===== config.mk =====
export PLATFORM = sky130hd
export DESIGN_NAME = fifo_master_regif
export DESIGN_NICKNAME = d
export VERILOG_FILES = /design/src/rtl/fifo_master_regif.sv
export SDC_FILE = /design/constraint.sdc
export NUM_CORES = 1
export LEC_CHECK = 0
export ABC_CLOCK_PERIOD_IN_PS = 2950
export CAP_MARGIN = 15
export CORE_MARGIN = 1
export CORE_UTILIZATION = 40
export CTS_CLUSTER_DIAMETER = 150
export DETAILED_ROUTE_END_ITERATION = 6
export GPL_ROUTABILITY_DRIVEN = 0
export PLACE_DENSITY = 0.67
export SLEW_MARGIN = 30
export SYNTH_ARGS = -nofsm -noshare
export SYNTH_HDL_FRONTEND = slang
export SYNTH_SLANG_ARGS = --single-unit

===== constraint.sdc =====
create_clock -name clk -period 2.95 [get_ports clk]
set_input_delay 0.4425 -clock clk [delete_from_list [all_inputs] [get_ports clk]]
set_output_delay 0.4425 -clock clk [all_outputs]
set_load 0.01 [all_outputs]

===== src/rtl/fifo_master_regif.sv =====
// Register-mapped bus slave in front of a DATA_W x DEPTH synchronous FIFO
// with sticky W1C error flags, level/threshold status, flush and interrupt.
module fifo_master_regif #(
  parameter int DATA_W = 8,
  parameter int DEPTH  = 16,
  parameter int CNT_W  = $clog2(DEPTH) + 1
) (
  input  logic              clk,
  input  logic              rst_n,
  input  logic              enable,
  input  logic [2:0]        addr,
  input  logic              write,
  input  logic              read,
  input  logic [DATA_W-1:0] wdata,
  output logic [DATA_W-1:0] rdata,
  output logic              resp,
  output logic              irq
);

  localparam int PTR_W = $clog2(DEPTH);

  logic [DATA_W-1:0] mem_q [DEPTH];

  logic [PTR_W-1:0]  wr_ptr_q, wr_ptr_d;
  logic [PTR_W-1:0]  rd_ptr_q, rd_ptr_d;
  logic [CNT_W-1:0]  count_q, count_d;
  logic [CNT_W-1:0]  thresh_q, thresh_d;
  logic              ovf_q, ovf_d;
  logic              udf_q, udf_d;
  logic              irq_en_q, irq_en_d;
  logic              irq_q, irq_d;
  logic              resp_q, resp_d;
  logic [DATA_W-1:0] rdata_q, rdata_d;

  logic wr_acc, rd_acc;
  logic empty, full, thr_hit, thr_hit_d;
  logic push, pop, flush;
  logic ovf_set, udf_set, ovf_clr, udf_clr;

  always_comb begin
    // write has priority when both strobes are raised
    wr_acc  = enable & write;
    rd_acc  = enable & read & ~write;
    resp_d  = wr_acc | rd_acc;

    empty   = (count_q == '0);
    full    = (count_q == CNT_W'(DEPTH));
    thr_hit = (count_q >= thresh_q);

    push    = wr_acc & (addr == 3'd0) & ~full;
    pop     = rd_acc & (addr == 3'd0) & ~empty;
    ovf_set = wr_acc & (addr == 3'd0) & full;
    udf_set = rd_acc & (addr == 3'd0) & empty;
    ovf_clr = wr_acc & (addr == 3'd1) & wdata[2];
    udf_clr = wr_acc & (addr == 3'd1) & wdata[3];
    flush   = wr_acc & (addr == 3'd4) & wdata[0];

    ovf_d   = ovf_set | (ovf_q & ~ovf_clr);
    udf_d   = udf_set | (udf_q & ~udf_clr);

    wr_ptr_d = wr_ptr_q;
    rd_ptr_d = rd_ptr_q;
    count_d  = count_q;
    if (flush) begin
      wr_ptr_d = '0;
      rd_ptr_d = '0;
      count_d  = '0;
    end else if (push) begin
      wr_ptr_d = wr_ptr_q + PTR_W'(1);
      count_d  = count_q + CNT_W'(1);
    end else if (pop) begin
      rd_ptr_d = rd_ptr_q + PTR_W'(1);
      count_d  = count_q - CNT_W'(1);
    end

    thresh_d = thresh_q;
    if (wr_acc && addr == 3'd3) thresh_d = wdata[CNT_W-1:0];

    irq_en_d = irq_en_q;
    if (wr_acc && addr == 3'd4) irq_en_d = wdata[1];

    // irq tracks the post-edge state so it lands one cycle after its cause
    thr_hit_d = (count_d >= thresh_d);
    irq_d     = irq_en_d & (ovf_d | udf_d | thr_hit_d);

    rdata_d = rdata_q;
    if (rd_acc) begin
      case (addr)
        3'd0:    rdata_d = pop ? mem_q[rd_ptr_q] : '0;
        3'd1:    rdata_d = DATA_W'({thr_hit, udf_q, ovf_q, full, empty});
        3'd2:    rdata_d = DATA_W'(count_q);
        3'd3:    rdata_d = DATA_W'(thresh_q);
        3'd4:    rdata_d = DATA_W'({irq_en_q, 1'b0});
        default: rdata_d = '0;
      endcase
    end
  end

  always_ff @(posedge clk) begin
    if (push) mem_q[wr_ptr_q] <= wdata;
  end

  always_ff @(posedge clk or negedge rst_n) begin
    if (!rst_n) begin
      wr_ptr_q <= '0;
      rd_ptr_q <= '0;
      count_q  <= '0;
      thresh_q <= CNT_W'(DEPTH / 2);
      ovf_q    <= 1'b0;
      udf_q    <= 1'b0;
      irq_en_q <= 1'b0;
      irq_q    <= 1'b0;
      resp_q   <= 1'b0;
      rdata_q  <= '0;
    end else begin
      wr_ptr_q <= wr_ptr_d;
      rd_ptr_q <= rd_ptr_d;
      count_q  <= count_d;
      thresh_q <= thresh_d;
      ovf_q    <= ovf_d;
      udf_q    <= udf_d;
      irq_en_q <= irq_en_d;
      irq_q    <= irq_d;
      resp_q   <= resp_d;
      rdata_q  <= rdata_d;
    end
  end

  assign rdata = rdata_q;
  assign resp  = resp_q;
  assign irq   = irq_q;

endmodule


Word-level counts from Yosys, hierarchy flattened:

Memories as Yosys holds them, arrays and structs flattened.
Index checks and enable logic that the tools add are counted.

* $add $sub $neg: 4
* magnitude comparators: 2
* equal/unequal tests: 6
* muxes and demuxes: 14
* bitwise logic cells: 27
* reductions and logical operators: 7

Operators with widths (count)
* $pmux W8 S5: 1
* $mux W4: 5
* $mux W5: 4
* $and A1 B1 Y1: 17
* $ge A5 B5 Y1: 2
* $add A4 B1 Y4 const B: 2
* $mux W8: 1
* $eq A3 B2 Y1 const B: 2
* $add A5 B1 Y5 const B: 1
* $eq A5 B5 Y1 const B: 1
* $logic_not A5 Y1: 1
* $not A1 Y1: 5
* $or A1 B1 Y1: 5
* $sub A5 B1 Y5 const B: 1
* $reduce_bool A2 Y1: 2
* $eq A3 B1 Y1 const B: 1
* $eq A3 B3 Y1 const B: 1
* $logic_not A3 Y1: 1
* $mux W1: 3
* $logic_and A1 B1 Y1: 2
* $ne A2 B1 Y1 const B: 1
* $reduce_and A2 Y1: 1

* flip-flop bits (word level): 31
* RAM bits: 128
* memories: 1

Memories
* mem_q: depth 16, bits a word 8, rd ports 1, clocked after memory_dff 0, write ports 1, RTL line 22 `logic [DATA_W-1:0] mem_q [DEPTH];`

Depth between registers and ports, before layout:

* word-level depth: 10
* gate-level depth with buffers: 14

Worst setup path before layout:

OpenSTA, ideal clock, no wires.

* kind: reg-to-reg
* start: register count_q[0]
* end: register irq_q (netlist: irq)
* setup time: 0.129 ns
* arrival time: 2.499 ns
* required time: 2.821 ns
* slack: 0.321 ns
* cell stages (with the launch flop): 15
* buffers on the path: 1
* clock period less this slack: 2.629 ns
* cell sequence: dfrtp_1 > inv_1 > ha_1 > nor4b_2 > nor4_4 > buf_6 > nor3_1 > o21ai_0 > o21ai_0 > ha_1 > o21ai_0 > a21oi_1 > nor3_1 > nor2_1 > o41a_1

* longest elaborated chain between the ends: 9
* elaborated cells on any way between the ends: 19

RTL lines
* start: declaration: RTL line 26 `logic [CNT_W-1:0] count_q, count_d;`
* start signal: assignment: RTL line 118 `count_q <= count_d;`
* parallel branches: the longest is 4 deep, another holds $sub A5 B1 Y5
* $mux W5 *: RTL line 68 `end else if (push) begin`
* $mux W5 *: RTL line 64 `if (flush) begin`
* net count_d[1]: RTL line 26
* $ge A5 B5 Y1 *: RTL line 83 `thr_hit_d = (count_d >= thresh_d);`
* $or A1 B1 Y1 *: RTL line 84 `irq_d = irq_en_d & (ovf_d | udf_d | thr_hit_d);`
* $and A1 B1 Y1 *: RTL line 84
* net irq_d: RTL line 31 `logic irq_q, irq_d;`
* end signal: assignment: RTL line 123 `irq_q <= irq_d;`
* end: declaration: RTL line 31

Mark *: on every way through the listed nets, which the timed path passes.
A chain may end at the register's enable or synchronous reset.

Worst setup path after layout:

Ends and elaborated chain as after synthesis.

==> results.md <==
- The arrival time reported for the critical path endpoint is 3.05 ns.
- The first-pass iteration count of the detailed router is 4.
- The type of origin of the critical path is a flop.
- The via total after detailed routing is 3794.
- The synthesis-stage register bit count is 159.
- The maximum single-stage delay on the critical path is 0.34 ns.
- For this run, the number of Yosys warnings is 0.
- In this run the mean area of a mapped cell was 16.81 sq um.
- The number of hold-slack violations in the final timing report came to 0.
- The number of nets handed over by synthesis was 440.
- Timing would allow up to 0.3626 GHz.
- The deepest clock path buffer count is 2.
- The total overflow left after global routing is 0.
- The routed design could run at a clock period as short as 2.758 ns.
- The area share of the leading cell type in the synthesized netlist is 0.5618.
- The master cell of the clock root buffer is clkbuf_16.
- The cell area after placement is 7651 sq um.
- The number of gates resized after cts is 0.
- The post-detailed-route DRC marker count is 0.
- The most common cell type on the critical path is nor2_1.
- Along the worst path, the maximum fanout reaches 5.
- The initial utilization of the core area, before any placement, comes to 0.4111.
- The number of global-route vias before repair is 3859.
- At the end of the flow the core is filled with cells to 0.4968.
- The CTS tree is yes.
- After synthesis, the cell types taking the most area are edfxtp_1, dfrtp_1, mux4_2, ha_1, mux2i_1.
- After detailed routing, the average wire length per cell comes to 20.03 um.
- The maximum clock skew at final layout is 0.008097 ns.
- Setup repair after global routing left no endpoint under its margin.
- The largest total area in the synthesized netlist belongs to edfxtp_1.
- STA puts the critical path data required time at 3.24 ns.
- The cell area after synthesis is 6842 sq um.
- The multi-input combinational cells in the finished layout cover a total of 2047 sq um.
- At the pin with the least slew margin, the transition time is 0.7591 ns.
- The type of element capturing the critical path is a flop.
- The number of cell rows is 47.
- The die width is 132.8 um.
- In this run the vertical extent of the chip is 132.8 um.
- The number of antenna violations at the first check in global routing is 0.
- The fill cell instance count of the final layout is 1354.
- The top cell types in the final layout, fill and taps aside, are edfxtp_1, buf_4, mux4_2, dfrtp_1, clkdlybuf4s50_1.
- Across all register-to-register paths, the minimum setup slack is 0.19 ns.
- Entering global routing, the biggest net connects 32 pins.
- Summed over all layers, the routed wires come to 14280 um.
- The number of distinct library cells after synthesis is 52.
- Walking the worst path, the cells encountered are inv_1 > ha_2 > and4bb_1 > nor3b_2 > a22oi_1 > xor2_1 > nor2_1 > ha_1 > o21ai_0 > a21oi_1 > nor3_1 > nor2_1 > o41a_1.
- Of the available clock period, the critical path in the final layout requires 0.9348.
- The number of synthesized flops with an enable pin is 128.
- In the synthesized netlist the dominant register cell turns out to be edfxtp_1.
- The floorplan step defined a die boundary enclosing 17630 sq um.
- The number of hold-repair buffers added at the cts stage is 0.
- The tree built by TritonCTS fans out to 159 sinks.
- The number of max-cap violations is 0.
- The global-route usage over all layers is 0.1724.
- The worst setup path is of the reg -> reg kind.
- For this design the static power due to leakage is 2.946 nW.
- The layout overhead on the synthesized area is 20.85%.
- The clock transition at the register clock pins on the worst setup and hold paths after CTS is 0.06 ns.
- After the last flow step, the layout net total stands at 513.
- The HPWL after detailed placement is 9392 um.
- The number of setup buffers added after CTS is 0.
- The slowest stage of the critical path is the dfrtp_1 cell.
- The number of antenna diodes in the final layout is 0.
- Counting every instance in the synthesized netlist gives 407.
- The H-tree generated during clock tree synthesis spans 4 levels.
- The global-route wire length before repair is 22080 um.
- With fillers left out, the area of the finished cells amounts to 8268 sq um.
- After the first detailed-routing iteration, the DRC count stood at 333.
- Hold is met by 0.4513 ns.
- For this design the ratio of total power to cell area is 698.8 nW/um^2.
- The core outline area is 16640 sq um.
- Of the cells placed in the final design, the portion with a size suffix greater than 1 is 0.2515.
- The sequential element share of the synthesized area is 0.6754.
- The library cell used most frequently in the layout, excluding fill and tap cells, is edfxtp_1.
- The run finished with clean final reports.
- The number of top-level pins is 26.
- The total count of max-transition violations in the final report is 0.
- Across the VDD grid, the largest voltage drop is 0.4643 mV.
- The worst pin sits at a relative slew slack of 0.4939.
- Clock tree synthesis inserted a total of 17 buffers.
- Clock latency on the worst-skew pair, taken at its later pin, is 0.42 ns.
- The tightest min-delay check is of the in -> async type.
- The detail route stage leaves a number of antenna-violating nets equal to 0.
- The number of vias per cell is 5.321.
- The final count of negative-setup-slack endpoints is 0.
- Port buffering added 25 buffers.
- The area used by sequential logic in the layout is 4622 sq um.
- The share of async-settable or async-resettable flops after synthesis is 0.1950.
logic make-up (layout without fill, tap and decap cells):
group                      Yosys count  after routing  synth area share
DFF                                159            159            0.6754
and+or+nand+nor                     79             79           0.06620
muxes                               59             59            0.1428
AOI/OAI and AO/OA                   47             47           0.04847
buffers and inverters               39            125           0.02706
adders and majority gates           17             17           0.03109
xor gates and xnor gates             7              7          0.008961
layer usage:
metal | share of wire | up-vias | GRT usage | routed length (um)
met2 | 0.50 | 94 | 0.2807 | 7172
li1 | - | 1735 | - | -
met4 | 0.019 | 0 | 0.05939 | 265
met5 | 0 | - | 0 | 0
met1 | 0.43 | 1946 | 0.2266 | 6202
met3 | 0.045 | 19 | 0.04100 | 638
worst paths after layout:
path	cells after the start	end	start
min	2	thresh_q[2]	rst_n
min reg2reg	2	rdata[6]	rdata[6]
max reg2reg	13	irq	count_q[0]
max in group asynchronous	2	thresh_q[3]	rst_n
max	13	irq	count_q[0]
min in group clk	2	rdata[6]	rdata[6]
synthesized netlist by cell type, types with 5 or more instances:
| library cell | number |
|---|---|
| edfxtp_1 | 128 |
| dfrtp_1 | 30 |
| mux4_2 | 30 |
| mux2i_1 | 20 |
| nor2_1 | 19 |
| inv_1 | 18 |
| ha_1 | 17 |
| nand2_1 | 13 |
| nor3_1 | 11 |
| and2_1 | 9 |
| mux2_2 | 9 |
| o21ai_0 | 8 |
| buf_2 | 7 |
| a21oi_1 | 6 |
| a22oi_1 | 6 |
| clkbuf_1 | 6 |
| o22ai_1 | 6 |
| nand2b_1 | 5 |
| xor2_1 | 5 |
layout make-up:
type,count,area share
inverter,18,0.008172
tap,220,0.03329
multi-input combinational,209,0.2476
clock buffer,22,0.05372
sequential,159,0.5590
clock inverter,10,0.01952
timing repair buffer,75,0.07869
registers in the layout, indices dropped and copies added, names as in the netlist:
name      cells
irq           1
count_q       5
rdata         8
irq_en_q      1
wr_ptr_q      4
udf_q         1
mem_q       128
thresh_q      5
resp          1
ovf_q         1
rd_ptr_q      4
per-stage QoR:
step	worst slack, ns	total power [mW]	TNS (ns)	instances
after floorplan	0.3215	3.202	0	407
after global placement	-0.06258	3.524	-0.06258	681
after detailed placement	-0.1303	3.549	-0.1303	681
after CTS	0.1054	5.785	0	713
after global routing	0.0006730	6.022	0	713
final	0.1923	5.778	0	713
power breakdown:
group	switching, mW	leakage, nW	internal, mW	total [mW]
sequential	0.135	1.55	2.54	2.67
clock	0.827	0.297	1.42	2.25
combinational	0.438	1.09	0.424	0.862
critical path, delay by kind of cell (launching register included):
family                     cells  cell delay (ns)
xor gates and xnor gates       1             0.17
and+or+nand+nor                5             0.96
adders and majority gates      2             0.47
DFF                            1             0.34
buffers and inverters          1             0.08
AOI/OAI and AO/OA              4             0.62
Power figures use the tool's default switching activity.
